$ cat config.mk
export PLATFORM = sky130hd
export DESIGN_NAME = ddt_tx_timing_gen
export DESIGN_NICKNAME = d
export VERILOG_FILES = /design/src/rtl/ddt_pkg.sv /design/src/rtl/ddt_raster_cnt.sv /design/src/rtl/ddt_tx_timing_gen.sv
export SDC_FILE = /design/constraint.sdc
export NUM_CORES = 1
export LEC_CHECK = 0
export ABC_AREA = 0
export CAP_MARGIN = 20
export CORE_MARGIN = 8
export CORE_UTILIZATION = 51
export DETAILED_ROUTE_END_ITERATION = 7
export PLACE_DENSITY_LB_ADDON = 0.2
export SLEW_MARGIN = 20
export SYNTH_ARGS = -nofsm -noshare
export SYNTH_HDL_FRONTEND = slang
export SYNTH_SLANG_ARGS = --single-unit
$ cat constraint.sdc
create_clock -name Sys_Clock -period 6.7 [get_ports Sys_Clock]
set_clock_uncertainty 0.15 [all_clocks]
set_input_delay 1.34 -clock Sys_Clock [delete_from_list [all_inputs] [get_ports Sys_Clock]]
set_output_delay 1.34 -clock Sys_Clock [all_outputs]
set_load 0.005 [all_outputs]
$ cat src/rtl/ddt_pkg.sv
// Shared widths, SRAM word layout, FSM state type and default raster timing
// for the DDT transmit path.
package ddt_pkg;

  localparam int ADDR_W = 21;
  localparam int WORD_W = 27;
  localparam int R_LSB  = 16;
  localparam int G_LSB  = 8;
  localparam int B_LSB  = 0;

  localparam int DEF_H_SYNC   = 4;
  localparam int DEF_H_BP     = 4;
  localparam int DEF_H_ACTIVE = 800;
  localparam int DEF_H_FP     = 4;
  localparam int DEF_V_SYNC   = 2;
  localparam int DEF_V_BP     = 2;
  localparam int DEF_V_ACTIVE = 480;
  localparam int DEF_V_FP     = 2;
  localparam int DEF_RD_LAT   = 2;

  typedef enum logic [1:0] {
    ST_IDLE  = 2'd0,
    ST_RUN   = 2'd1,
    ST_DRAIN = 2'd2
  } state_t;

  function automatic logic [7:0] word_field(input logic [WORD_W-1:0] w, input int lsb);
    return w[lsb +: 8];
  endfunction

endpackage

$ cat src/rtl/ddt_raster_cnt.sv
// Free-running h/v raster counters with sync/active-region decode.
// Counters sit at (0,0) whenever run is low.
module ddt_raster_cnt #(
  parameter int H_SYNC   = 4,
  parameter int H_BP     = 4,
  parameter int H_ACTIVE = 800,
  parameter int H_FP     = 4,
  parameter int V_SYNC   = 2,
  parameter int V_BP     = 2,
  parameter int V_ACTIVE = 480,
  parameter int V_FP     = 2
) (
  input  logic clk,
  input  logic rst,
  input  logic run,
  output logic hs_n,
  output logic vs_n,
  output logic de,
  output logic frame_start,
  output logic frame_last
);

  localparam int H_TOTAL = H_SYNC + H_BP + H_ACTIVE + H_FP;
  localparam int V_TOTAL = V_SYNC + V_BP + V_ACTIVE + V_FP;
  localparam int HW      = $clog2(H_TOTAL);
  localparam int VW      = $clog2(V_TOTAL);

  logic [HW-1:0] h_cnt;
  logic [VW-1:0] v_cnt;
  logic          h_last;
  logic          v_last;

  assign h_last = (h_cnt == HW'(H_TOTAL - 1));
  assign v_last = (v_cnt == VW'(V_TOTAL - 1));

  always_ff @(posedge clk) begin
    if (rst || !run) begin
      h_cnt <= '0;
      v_cnt <= '0;
    end else if (h_last) begin
      h_cnt <= '0;
      v_cnt <= v_last ? '0 : v_cnt + 1'b1;
    end else begin
      h_cnt <= h_cnt + 1'b1;
    end
  end

  assign hs_n = (h_cnt >= HW'(H_SYNC));
  assign vs_n = (v_cnt >= VW'(V_SYNC));
  assign de   = (h_cnt >= HW'(H_SYNC + H_BP)) && (h_cnt < HW'(H_SYNC + H_BP + H_ACTIVE)) &&
                (v_cnt >= VW'(V_SYNC + V_BP)) && (v_cnt < VW'(V_SYNC + V_BP + V_ACTIVE));

  assign frame_start = run && (h_cnt == '0) && (v_cnt == '0);
  assign frame_last  = run && h_last && v_last;

endmodule

$ cat src/rtl/ddt_tx_timing_gen.sv
// Frame-buffer-to-DDT transmitter: raster FSM, SRAM address generator, sync delay
// line and output registers. Optional colour-bar source under DDT_TX_TEST_PATTERN_EN.
module ddt_tx_timing_gen
  import ddt_pkg::*;
#(
  parameter int H_SYNC   = DEF_H_SYNC,
  parameter int H_BP     = DEF_H_BP,
  parameter int H_ACTIVE = DEF_H_ACTIVE,
  parameter int H_FP     = DEF_H_FP,
  parameter int V_SYNC   = DEF_V_SYNC,
  parameter int V_BP     = DEF_V_BP,
  parameter int V_ACTIVE = DEF_V_ACTIVE,
  parameter int V_FP     = DEF_V_FP,
  parameter int RD_LAT   = DEF_RD_LAT
) (
  input  logic              Sys_Clock,
  input  logic              Reset,
  input  logic              Enable,
  input  logic [ADDR_W-1:0] Base_Addr,
`ifdef DDT_TX_TEST_PATTERN_EN
  input  logic              Pattern_Sel,
`endif
  output logic              Rd_EN,
  output logic [ADDR_W-1:0] Rd_Addr,
  input  logic [WORD_W-1:0] Rd_Data,
  output logic              DDT_VSA_Inv,
  output logic              DDT_HSA_Inv,
  output logic              DDT_DE,
  output logic [7:0]        DDT_R,
  output logic [7:0]        DDT_G,
  output logic [7:0]        DDT_B,
  output logic              Frame_Start
);

  state_t            state;
  logic [3:0]        drain_cnt;
  logic              run;
  logic              hs_n, vs_n, de, frame_start, frame_last;
  logic              hs_p0, vs_p0, de_p0, pat_p0;
  logic [ADDR_W-1:0] addr_p0;
  logic [RD_LAT-1:0] hs_dly, vs_dly, de_dly;
  logic [7:0]        pix_r, pix_g, pix_b;
  logic              unused_hi;

  assign run = (state == ST_RUN);

  ddt_raster_cnt #(
    .H_SYNC(H_SYNC), .H_BP(H_BP), .H_ACTIVE(H_ACTIVE), .H_FP(H_FP),
    .V_SYNC(V_SYNC), .V_BP(V_BP), .V_ACTIVE(V_ACTIVE), .V_FP(V_FP)
  ) u_raster (
    .clk(Sys_Clock),
    .rst(Reset),
    .run(run),
    .hs_n(hs_n),
    .vs_n(vs_n),
    .de(de),
    .frame_start(frame_start),
    .frame_last(frame_last)
  );

  // Enable is only honoured at the frame boundary so frames are never truncated.
  always_ff @(posedge Sys_Clock) begin
    if (Reset) begin
      state     <= ST_IDLE;
      drain_cnt <= '0;
    end else begin
      case (state)
        ST_IDLE:  if (Enable) state <= ST_RUN;
        ST_RUN: begin
          if (frame_last && !Enable) begin
            state     <= ST_DRAIN;
            drain_cnt <= 4'(RD_LAT);
          end
        end
        ST_DRAIN: begin
          if (drain_cnt == '0) state <= ST_IDLE;
          else                 drain_cnt <= drain_cnt - 1'b1;
        end
        default:  state <= ST_IDLE;
      endcase
    end
  end

  // Stage p0: undelayed raster, idle levels outside RUN.
  assign hs_p0 = !run || hs_n;
  assign vs_p0 = !run || vs_n;
  assign de_p0 = run && de;
  assign Rd_EN = de_p0 && !pat_p0;
  assign Rd_Addr     = addr_p0;
  assign Frame_Start = frame_start;

  // Sync interlocks never reach the first active pixel, so loading the base at (0,0) is safe.
  always_ff @(posedge Sys_Clock) begin
    if (Reset)            addr_p0 <= '0;
    else if (frame_start) addr_p0 <= Base_Addr;
    else if (Rd_EN)       addr_p0 <= addr_p0 + 1'b1;
  end

  // Stages p1..pRD_LAT: align syncs/DE with the SRAM read return.
  always_ff @(posedge Sys_Clock) begin
    if (Reset) begin
      hs_dly <= '1;
      vs_dly <= '1;
      de_dly <= '0;
    end else begin
      hs_dly[0] <= hs_p0;
      vs_dly[0] <= vs_p0;
      de_dly[0] <= de_p0;
      for (int i = 1; i < RD_LAT; i++) begin
        hs_dly[i] <= hs_dly[i-1];
        vs_dly[i] <= vs_dly[i-1];
        de_dly[i] <= de_dly[i-1];
      end
    end
  end

`ifdef DDT_TX_TEST_PATTERN_EN
  localparam int AW = $clog2(H_ACTIVE + 8);

  logic              pat_q;
  logic [2:0]        bar;
  logic [AW-1:0]     bar_acc, acc_nxt;
  logic [RD_LAT-1:0] pat_dly;
  logic [2:0]        bar_dly [RD_LAT];

  assign pat_p0  = pat_q;
  assign acc_nxt = bar_acc + AW'(8);

  always_ff @(posedge Sys_Clock) begin
    if (Reset) begin
      pat_q   <= 1'b0;
      pat_dly <= '0;
    end else begin
      if (frame_start) pat_q <= Pattern_Sel;
      pat_dly[0] <= pat_p0;
      for (int i = 1; i < RD_LAT; i++) pat_dly[i] <= pat_dly[i-1];
    end
  end

  // bar = column*8/H_ACTIVE tracked incrementally: acc holds (8*column) mod H_ACTIVE.
  always_ff @(posedge Sys_Clock) begin
    if (!de_p0) begin
      bar_acc <= '0;
      bar     <= '0;
    end else if (acc_nxt >= AW'(H_ACTIVE)) begin
      bar_acc <= acc_nxt - AW'(H_ACTIVE);
      bar     <= bar + 1'b1;
    end else begin
      bar_acc <= acc_nxt;
    end
    bar_dly[0] <= bar;
    for (int i = 1; i < RD_LAT; i++) bar_dly[i] <= bar_dly[i-1];
  end
`else
  assign pat_p0 = 1'b0;
`endif

  assign unused_hi = ^Rd_Data[WORD_W-1:R_LSB+8];

  always_comb begin
    pix_r = word_field(Rd_Data, R_LSB);
    pix_g = word_field(Rd_Data, G_LSB);
    pix_b = word_field(Rd_Data, B_LSB);
`ifdef DDT_TX_TEST_PATTERN_EN
    if (pat_dly[RD_LAT-1]) begin
      pix_r = {8{bar_dly[RD_LAT-1][2]}};
      pix_g = {8{bar_dly[RD_LAT-1][1]}};
      pix_b = {8{bar_dly[RD_LAT-1][0]}};
    end
`endif
  end

  // Output stage: pixel data forced to zero outside DE.
  always_ff @(posedge Sys_Clock) begin
    if (Reset) begin
      DDT_VSA_Inv <= 1'b1;
      DDT_HSA_Inv <= 1'b1;
      DDT_DE      <= 1'b0;
      DDT_R       <= '0;
      DDT_G       <= '0;
      DDT_B       <= '0;
    end else begin
      DDT_VSA_Inv <= vs_dly[RD_LAT-1];
      DDT_HSA_Inv <= hs_dly[RD_LAT-1];
      DDT_DE      <= de_dly[RD_LAT-1];
      DDT_R       <= de_dly[RD_LAT-1] ? pix_r : 8'h00;
      DDT_G       <= de_dly[RD_LAT-1] ? pix_g : 8'h00;
      DDT_B       <= de_dly[RD_LAT-1] ? pix_b : 8'h00;
    end
  end

endmodule

==> reports/metrics.cfg <==
[outcome]
outcome = finished, final reports clean

[synth]
synth_flop_cell = dfxtp_1
synth.distinct_cells = 41
synth.top_cells.by_area = dfxtp_1 46%, and2_1 5.1%, nor2_1 3.7%
yosysTopAreaCell = dfxtp_1
syn_nets = 445
syn_inst = 386
yosysMostFrequentCell = dfxtp_1
synth_top_area_share_pct = 46.0
syn_area_um2 = 3430
ys_seq_elements = 79
seq_area_frac_synth_pct = 46.0
synth.cells.most_frequent = 79 x dfxtp_1, 34 x nor2_1, 31 x nand2_1
yosysWarnings = 0
synth_edf_count = 0
synth_async_sr_flop_share_pct = 0
syn_avg_cell_area_um2 = 8.90

[floorplan]
dieArea_um2 = 9620
die_x_um = 98.1
row_count = 30
start_util_pct = 51.7
die_h_um = 98.1
ios = 101
core_area_um2 = 6640

[sta]
setup_slack_ns = 2.29
tightest_slew_ns = 1.01
hold_viol = 0
tns_ns = 0
slew_headroom_pct = 32.8
drv_slew = 0
grt_setup_unrepaired = false
period_needed_ns = 4.41
fmax_mhz = 227
fin_crit_sh_pct = 65.8
report.final.setup_viol = 0

[clock_network]
cts_buffers = 9
htreeDepth = 3
ctsResizeCount = 0
clkSinkCount = 79
clkSlewWorstSetupHoldPaths_ns = 0.08
clockBufferDepth = 2
clock_latency_ns = 0.35
cts_tree = done
cts_hold_buf = 0
cts-root-buf = clkbuf_8
cts_setup_buffers = 0

[final_layout]
area_growth_pct = 36.1
drive_gt1_share_pct = 5.45
num_antenna_cells = 0
nets = 532

[routing]
routed_via_density = 5.49
drc = 0
vias = 3058
ant_nets = 0
wl_per_cell_um = 15.5
drt_iter0_drc = 126
wl_um = 8620
firstDrtPassIters = 4

[global_route]
grt_overflow = 0
grt_max_degree = 34
antenna_found_initial = 0
grt_pass1_wl_um = 14100
gr-usage-all-layers_pct = 17.8
grt_pass1_vias = 2845

[power]
power.clock.fraction_pct = 42.7
max-vdd-ir-drop_mv = 0.118
seqPwrFrac_pct = 48.9
power_density_nw_per_um2 = 216
pwr-share-comb_pct = 8.5
swShare_pct = 21.6
power_leakage_nw = 1.64
power.internal_mw = 0.791
power.switching_mw = 0.217

[job]
max_cap_violations = 0

[placed_design]
dp_hpwl_um = 6170
pre_cts_slack_ns = 2.43
io_buffers = 97
place.gp.congestion = 0.826

[setup_path]
worst-r2r-setup-slack_ns = 3.95
end_kind = primary output
r2r_cells = 6
crit_path_start_kind = flop
required_ns = 5.21
startpoint = u_raster.v_cnt[5]$_SDFFE_PP0N_
r2r_start = u_raster.v_cnt[5]$_SDFFE_PP0N_
cp.arrival_ns = 2.92
worstReg2RegEnd = Rd_Addr[6]$_SDFFE_PP0P_
worstSetupEndpoint = Rd_EN
path_class = flop to primary output
cp_max_fo = 14

[min_path]
min_path_type = flop to flop

## sequential cells by signal (all words and copies together), names as in the netlist
register and flops:
DDT_B 8, DDT_DE 1, DDT_G 8, DDT_HSA_Inv 1, DDT_R 8, DDT_VSA_Inv 1
Rd_Addr 21, de_dly 2, drain_cnt 4, hs_dly 2, state 2, u_raster.h_cnt 10
u_raster.v_cnt 9, vs_dly 2
## cells by family (layout without fill, tap and decap cells)
family                   Yosys count  in the layout  synth area share [%]
buffers and inverters             34            125                  3.97
adder cells (fa/ha/maj)            8              8                  2.91
XOR/XNOR                          28             28                  7.14
AO/OA/AOI/OAI                     41             41                  7.87
multiplexers                       5              5                  1.46
AND/OR/NAND/NOR                  191            191                  30.6
flip-flops                        79             79                  46.0
## routing by layer
| layer | routed length, um | global-route usage, % |
|---|---|---|
| met1 | 4100 | 23.6 |
| met2 | 3760 | 26.7 |
| met3 | 616 | 4.98 |
| met4 | 135 | 6.71 |
| met5 | 0 | 0 |
## power groups by stage
| stage | sequential (mW) | combinational (mW) | clock [mW] |
|---|---|---|---|
| 2_1_floorplan | 0.502 | 0.0305 | 0 |
| 3_3_place_gp | 0.503 | 0.0839 | 0 |
| 3_5_place_dp | 0.504 | 0.0852 | 0 |
| 4_1_cts | 0.493 | 0.0861 | 0.435 |
| 5_1_grt | 0.495 | 0.0930 | 0.452 |
| 6_report | 0.493 | 0.0854 | 0.430 |
## cell type report
type | instances | area [um2]
fillers | 521 | 1970
multi-input cells | 273 | 1720
flip-flops and latches | 79 | 1580
repair buffers | 99 | 986
clock buffers | 10 | 138
clock inverters | 5 | 106
well taps | 80 | 100
inverters | 11 | 41.3
## worst min-delay path by stage
| stage | cells past startpoint | startpoint | end | slack, ns |
|---|---|---|---|---|
| global route | 1 | hs_dly[1]$_SDFF_PP1_ | DDT_HSA_Inv$_SDFF_PP1_ | 0.27 |
| finish | 1 | vs_dly[1]$_SDFF_PP1_ | DDT_VSA_Inv$_SDFF_PP1_ | 0.26 |
| detailed placement | 1 | vs_dly[0]$_SDFF_PP1_ | vs_dly[1]$_SDFF_PP1_ | 0.25 |
| floorplan | 1 | hs_dly[1]$_SDFF_PP1_ | DDT_HSA_Inv$_SDFF_PP1_ | 0.24 |
| CTS | 1 | hs_dly[1]$_SDFF_PP1_ | DDT_HSA_Inv$_SDFF_PP1_ | 0.27 |
| global placement | 1 | vs_dly[1]$_SDFF_PP1_ | DDT_VSA_Inv$_SDFF_PP1_ | 0.24 |
## per-stage QoR
step                instances  utilization, %  total power, mW  cell area (um2)  hold WS, ns
floorplan                 386               -            0.532             3430        0.239
global placement          542            66.6            0.587             4430        0.242
detailed placement        542            66.6            0.589             4430        0.247
CTS                       557            70.3             1.01             4670        0.267
global route              557            70.4             1.04             4680        0.274
finish                    557            70.4             1.01             4680        0.262
## cell usage in the layout (no fill, tap or decap), types with 4 or more instances in the layout
cell,count
mux2i_1,4
nand2_1,31
clkbuf_8,10
and3_1,6
a211oi_1,5
dfxtp_1,79
or2_2,5
xnor2_1,14
ha_1,8
nor3_1,10
clkdlybuf4s50_1,97
nand4_1,13
xor2_1,14
or4_1,7
nor4_1,18
a21oi_1,5
a311oi_1,4
inv_1,11
o31ai_1,4
nand3_1,14
and2_1,28
o21ai_0,13
and4_1,8
nand2b_1,6
nor2_1,34
## worst max-delay path: stages (launching register included)
cell             delay, ns
dfxtp_1               0.36
or4_1                 0.55
mux2i_2               0.61
or3_1                 0.38
inv_1                 0.19
clkdlybuf4s50_1       0.50
No activity file was read; power rests on OpenSTA's default activity.
==> RTL edit: new RTL, same flow settings <==
The package constant `DEF_H_SYNC` goes from 4 to 2.
--- a/src/rtl/ddt_pkg.sv
+++ b/src/rtl/ddt_pkg.sv
@@ -8,7 +8,7 @@
   localparam int G_LSB  = 8;
   localparam int B_LSB  = 0;
 
-  localparam int DEF_H_SYNC   = 4;
+  localparam int DEF_H_SYNC   = 2;
   localparam int DEF_H_BP     = 4;
   localparam int DEF_H_ACTIVE = 800;
   localparam int DEF_H_FP     = 4;
Formal check against the unedited RTL: not equivalent (a bounded check fails within 10 cycles, from zero or initial values and one cycle with Reset high).
==> RTL edit against the unedited design <==
  * Die area decreased by 1.7%
  * Critical endpoint is now Frame_Start
  * Synthesized cell count decreased by 6.2%
  * Area after synthesis decreased by 2.0%
  * Register-to-register slack got worse by 280 ps
  * Final area decreased by 1.4%
  * Clock power about the same
  * Sequential cell count unchanged
  * Cell count decreased by 3.8%
  * Worst setup slack got worse by 280 ps
  * Critical path depth unchanged
  * Largest power group unchanged
  * Wire length decreased by 6.5%
  * Fmax decreased by 5.9%
  * Power increased by 0.67%
==> RTL edit: results (changes against the unedited design) <==
Synthesis
  • Area contributors post-synth: dfxtp_1 (47%), xor2_1 (5.7%), and2_1 (5.0%), nor2_1 (4.9%), ha_1 (3.7%) (was dfxtp_1 (46%), and2_1 (5.1%), nor2_1 (3.7%), xnor2_1 (3.6%), xor2_1 (3.6%))
  • Top post-synthesis cells by count: dfxtp_1 (79), nor2_1 (44), and2_1 (27), xor2_1 (22), nand2_1 (16) (was dfxtp_1 (79), nor2_1 (34), nand2_1 (31), and2_1 (28))
  • Asr flop ratio synth: 0 (unchanged)
  • Yosys warns: 0 (unchanged)
  • Synth unique cells: 46 (was 41)
  • Synthesized Nets: 423 (was 445)
  • Post-synthesis sequential area ratio: 0.4697 (was 0.4605)

Route
  • WL final: 8.057 mm (was 8.616 mm)
  • Routed wl met3: 411 um (was 616 um)
  • Post-DR vias/cell: 5.188 (was 5.490)
  • Metal-1 WL: 3.484 mm (was 4.104 mm)
  • Met2 routed wirelength: 4.013 mm (was 3.760 mm)
  • Initial drt markers: 72 (was 126)
  • First-pass DRT Iterations: 4 (unchanged)
  • Max layer used: met4 (unchanged)

Clock tree
  • CTS buffer count: 9 (unchanged)
  • Maximum level of the CTS H-tree: 3 (unchanged)
  • Hold-fix buffers, CTS: 0 (unchanged)
  • CTS max path bufs: 2 (unchanged)
  • CTS resizes: 0 (unchanged)
  • Clock Root Buffer: clkbuf_8 (unchanged)
  • Post-CTS setup buffer count: 0 (unchanged)
  • Clock-pin slew on the worst setup and hold paths: 80 ps (about the same)
  • Skew-Pair Late Insertion Delay: about 340 ps

Placed design
  • Placed wire-length estimate: 5.845 mm (was 6.166 mm)
  • # port buffers: 97 (unchanged)
  • Global placement routability congestion: 0.8179 (was 0.8257)

Final layout
  • Final nets: 515 (was 532)
  • Largest register FFs: 21 (unchanged)
  • N_diodes: 0 (unchanged)
  • Fillers: 494 (was 521)
  • Layout cell share with drive strength beyond 1: 0.06536 (was 0.05451)

Global routing
  • Largest net degree at the start of global routing: 36 (was 34)
  • Initial antenna violation count: 0 (unchanged)
  • First-pass GRT wire length: 13.08 mm (was 14.15 mm)
  • GRT Resource Usage Total: 0.1652 (was 0.1780)
  • Number of global-route vias before repair: 2661 (was 2845)

Hold path
  • Worst hold path class: flip-flop to flip-flop (unchanged)

Timing
  • Max_slew headroom: 0.4137 (was 0.3276)
  • Final setup TNS: 0 ps (unchanged)

Worst setup path
  • CP max FO: 23 (was 14)
  • Slowest cell on crit path: or3_1 (was mux2i_2)
  • Critical Path AT: 3200 ps (was 2920 ps)
  • Worst path top cell family by delay: simple AND/OR/NAND/NOR gates (unchanged)
  • Max incr delay on CP: 750 ps (was 610 ps)

Power
  • Leak: 0.001726 uW (was 0.001642 uW)
  • Worst VDD drop: 0.1594 mV (was 0.1182 mV)

Status
  • Status: completed (unchanged)
==> RTL edit: cell types whose count changed in the layout (fill, tap and decap cells not counted), moves of 3 or more <==
cell and change:
a21oi_1 +4, and4_1 -3, o31ai_1 -4, nor4_1 -16, and3_1 +5, nor2b_1 +3, a211oi_1 +6, nand2_1 -15
xnor2_1 -7, o21ai_0 -7, a311oi_1 -3, xor2_1 +8, nor2_1 +10
==> RTL edit: cells by family after synthesis <==
kind of cell               Yosys count  synth area share
and+or+nand+nor                    169            0.2713
adders and majority gates           10           0.03716
muxes                                3          0.009290
DFF                                 79            0.4697
AOI/OAI and AO/OA                   44           0.09885
buffers and inverters               28           0.03827
xor gates and xnor gates            29           0.07544
==> RTL edit: layer usage <==
layer | global-route usage | up-vias
met1 | 0.1937 | 1273
li1 | - | 1427
met5 | 0 | -
met3 | 0.04267 | 13
met2 | 0.2813 | 68
met4 | 0.06294 | 0
==> RTL edit: final timing paths <==
kind / startpoint / to / slack [ps] / cells after the start
worst min-delay path: vs_dly[0] / vs_dly[1] / 260 / 1
worst max-delay path: u_raster.v_cnt[5] / Frame_Start / 2010 / 5
worst min register to register: vs_dly[0] / vs_dly[1] / 260 / 1
worst max register to register: u_raster.v_cnt[5] / Rd_Addr[15] / 3670 / 7
==> RTL edit: power by group <==
part | internal [uW] | switching (uW)
logic | 57.9 | 32.5
registers | 482 | 13.6
clock network | 258 | 172
total | 798 | 218
==> RTL edit: worst register-to-register path: stages (launching register included) <==
cell	delay (ps)
dfxtp_1	350
or4_1	540
or4_1	450
or3_1	750
clkinv_4	240
nor2_2	100
a211o_1	270
a21oi_1	110
==> RTL edit: per-stage QoR <==
step	cells	instance area (um2)	setup WS, ps	util
after floorplan	362	3367	3249	-
after global placement	520	4363	2366	0.6832
after detailed placement	520	4365	2357	0.6836
after CTS	536	4612	1986	0.7222
after global routing	536	4612	1827	0.7222
final	536	4612	2012	0.7222
==> RTL edit: area by class of cell <==
cell class                 count  area (um2)  share of cell area
multi-input combinational    255        1659              0.3597
sequential                    79        1582              0.3429
timing repair buffer          99       985.9              0.2138
clock buffer                  11       141.4             0.03066
clock inverter                 5       105.1             0.02279
tap                           77       96.34             0.02089
inverter                      10       42.54            0.009224
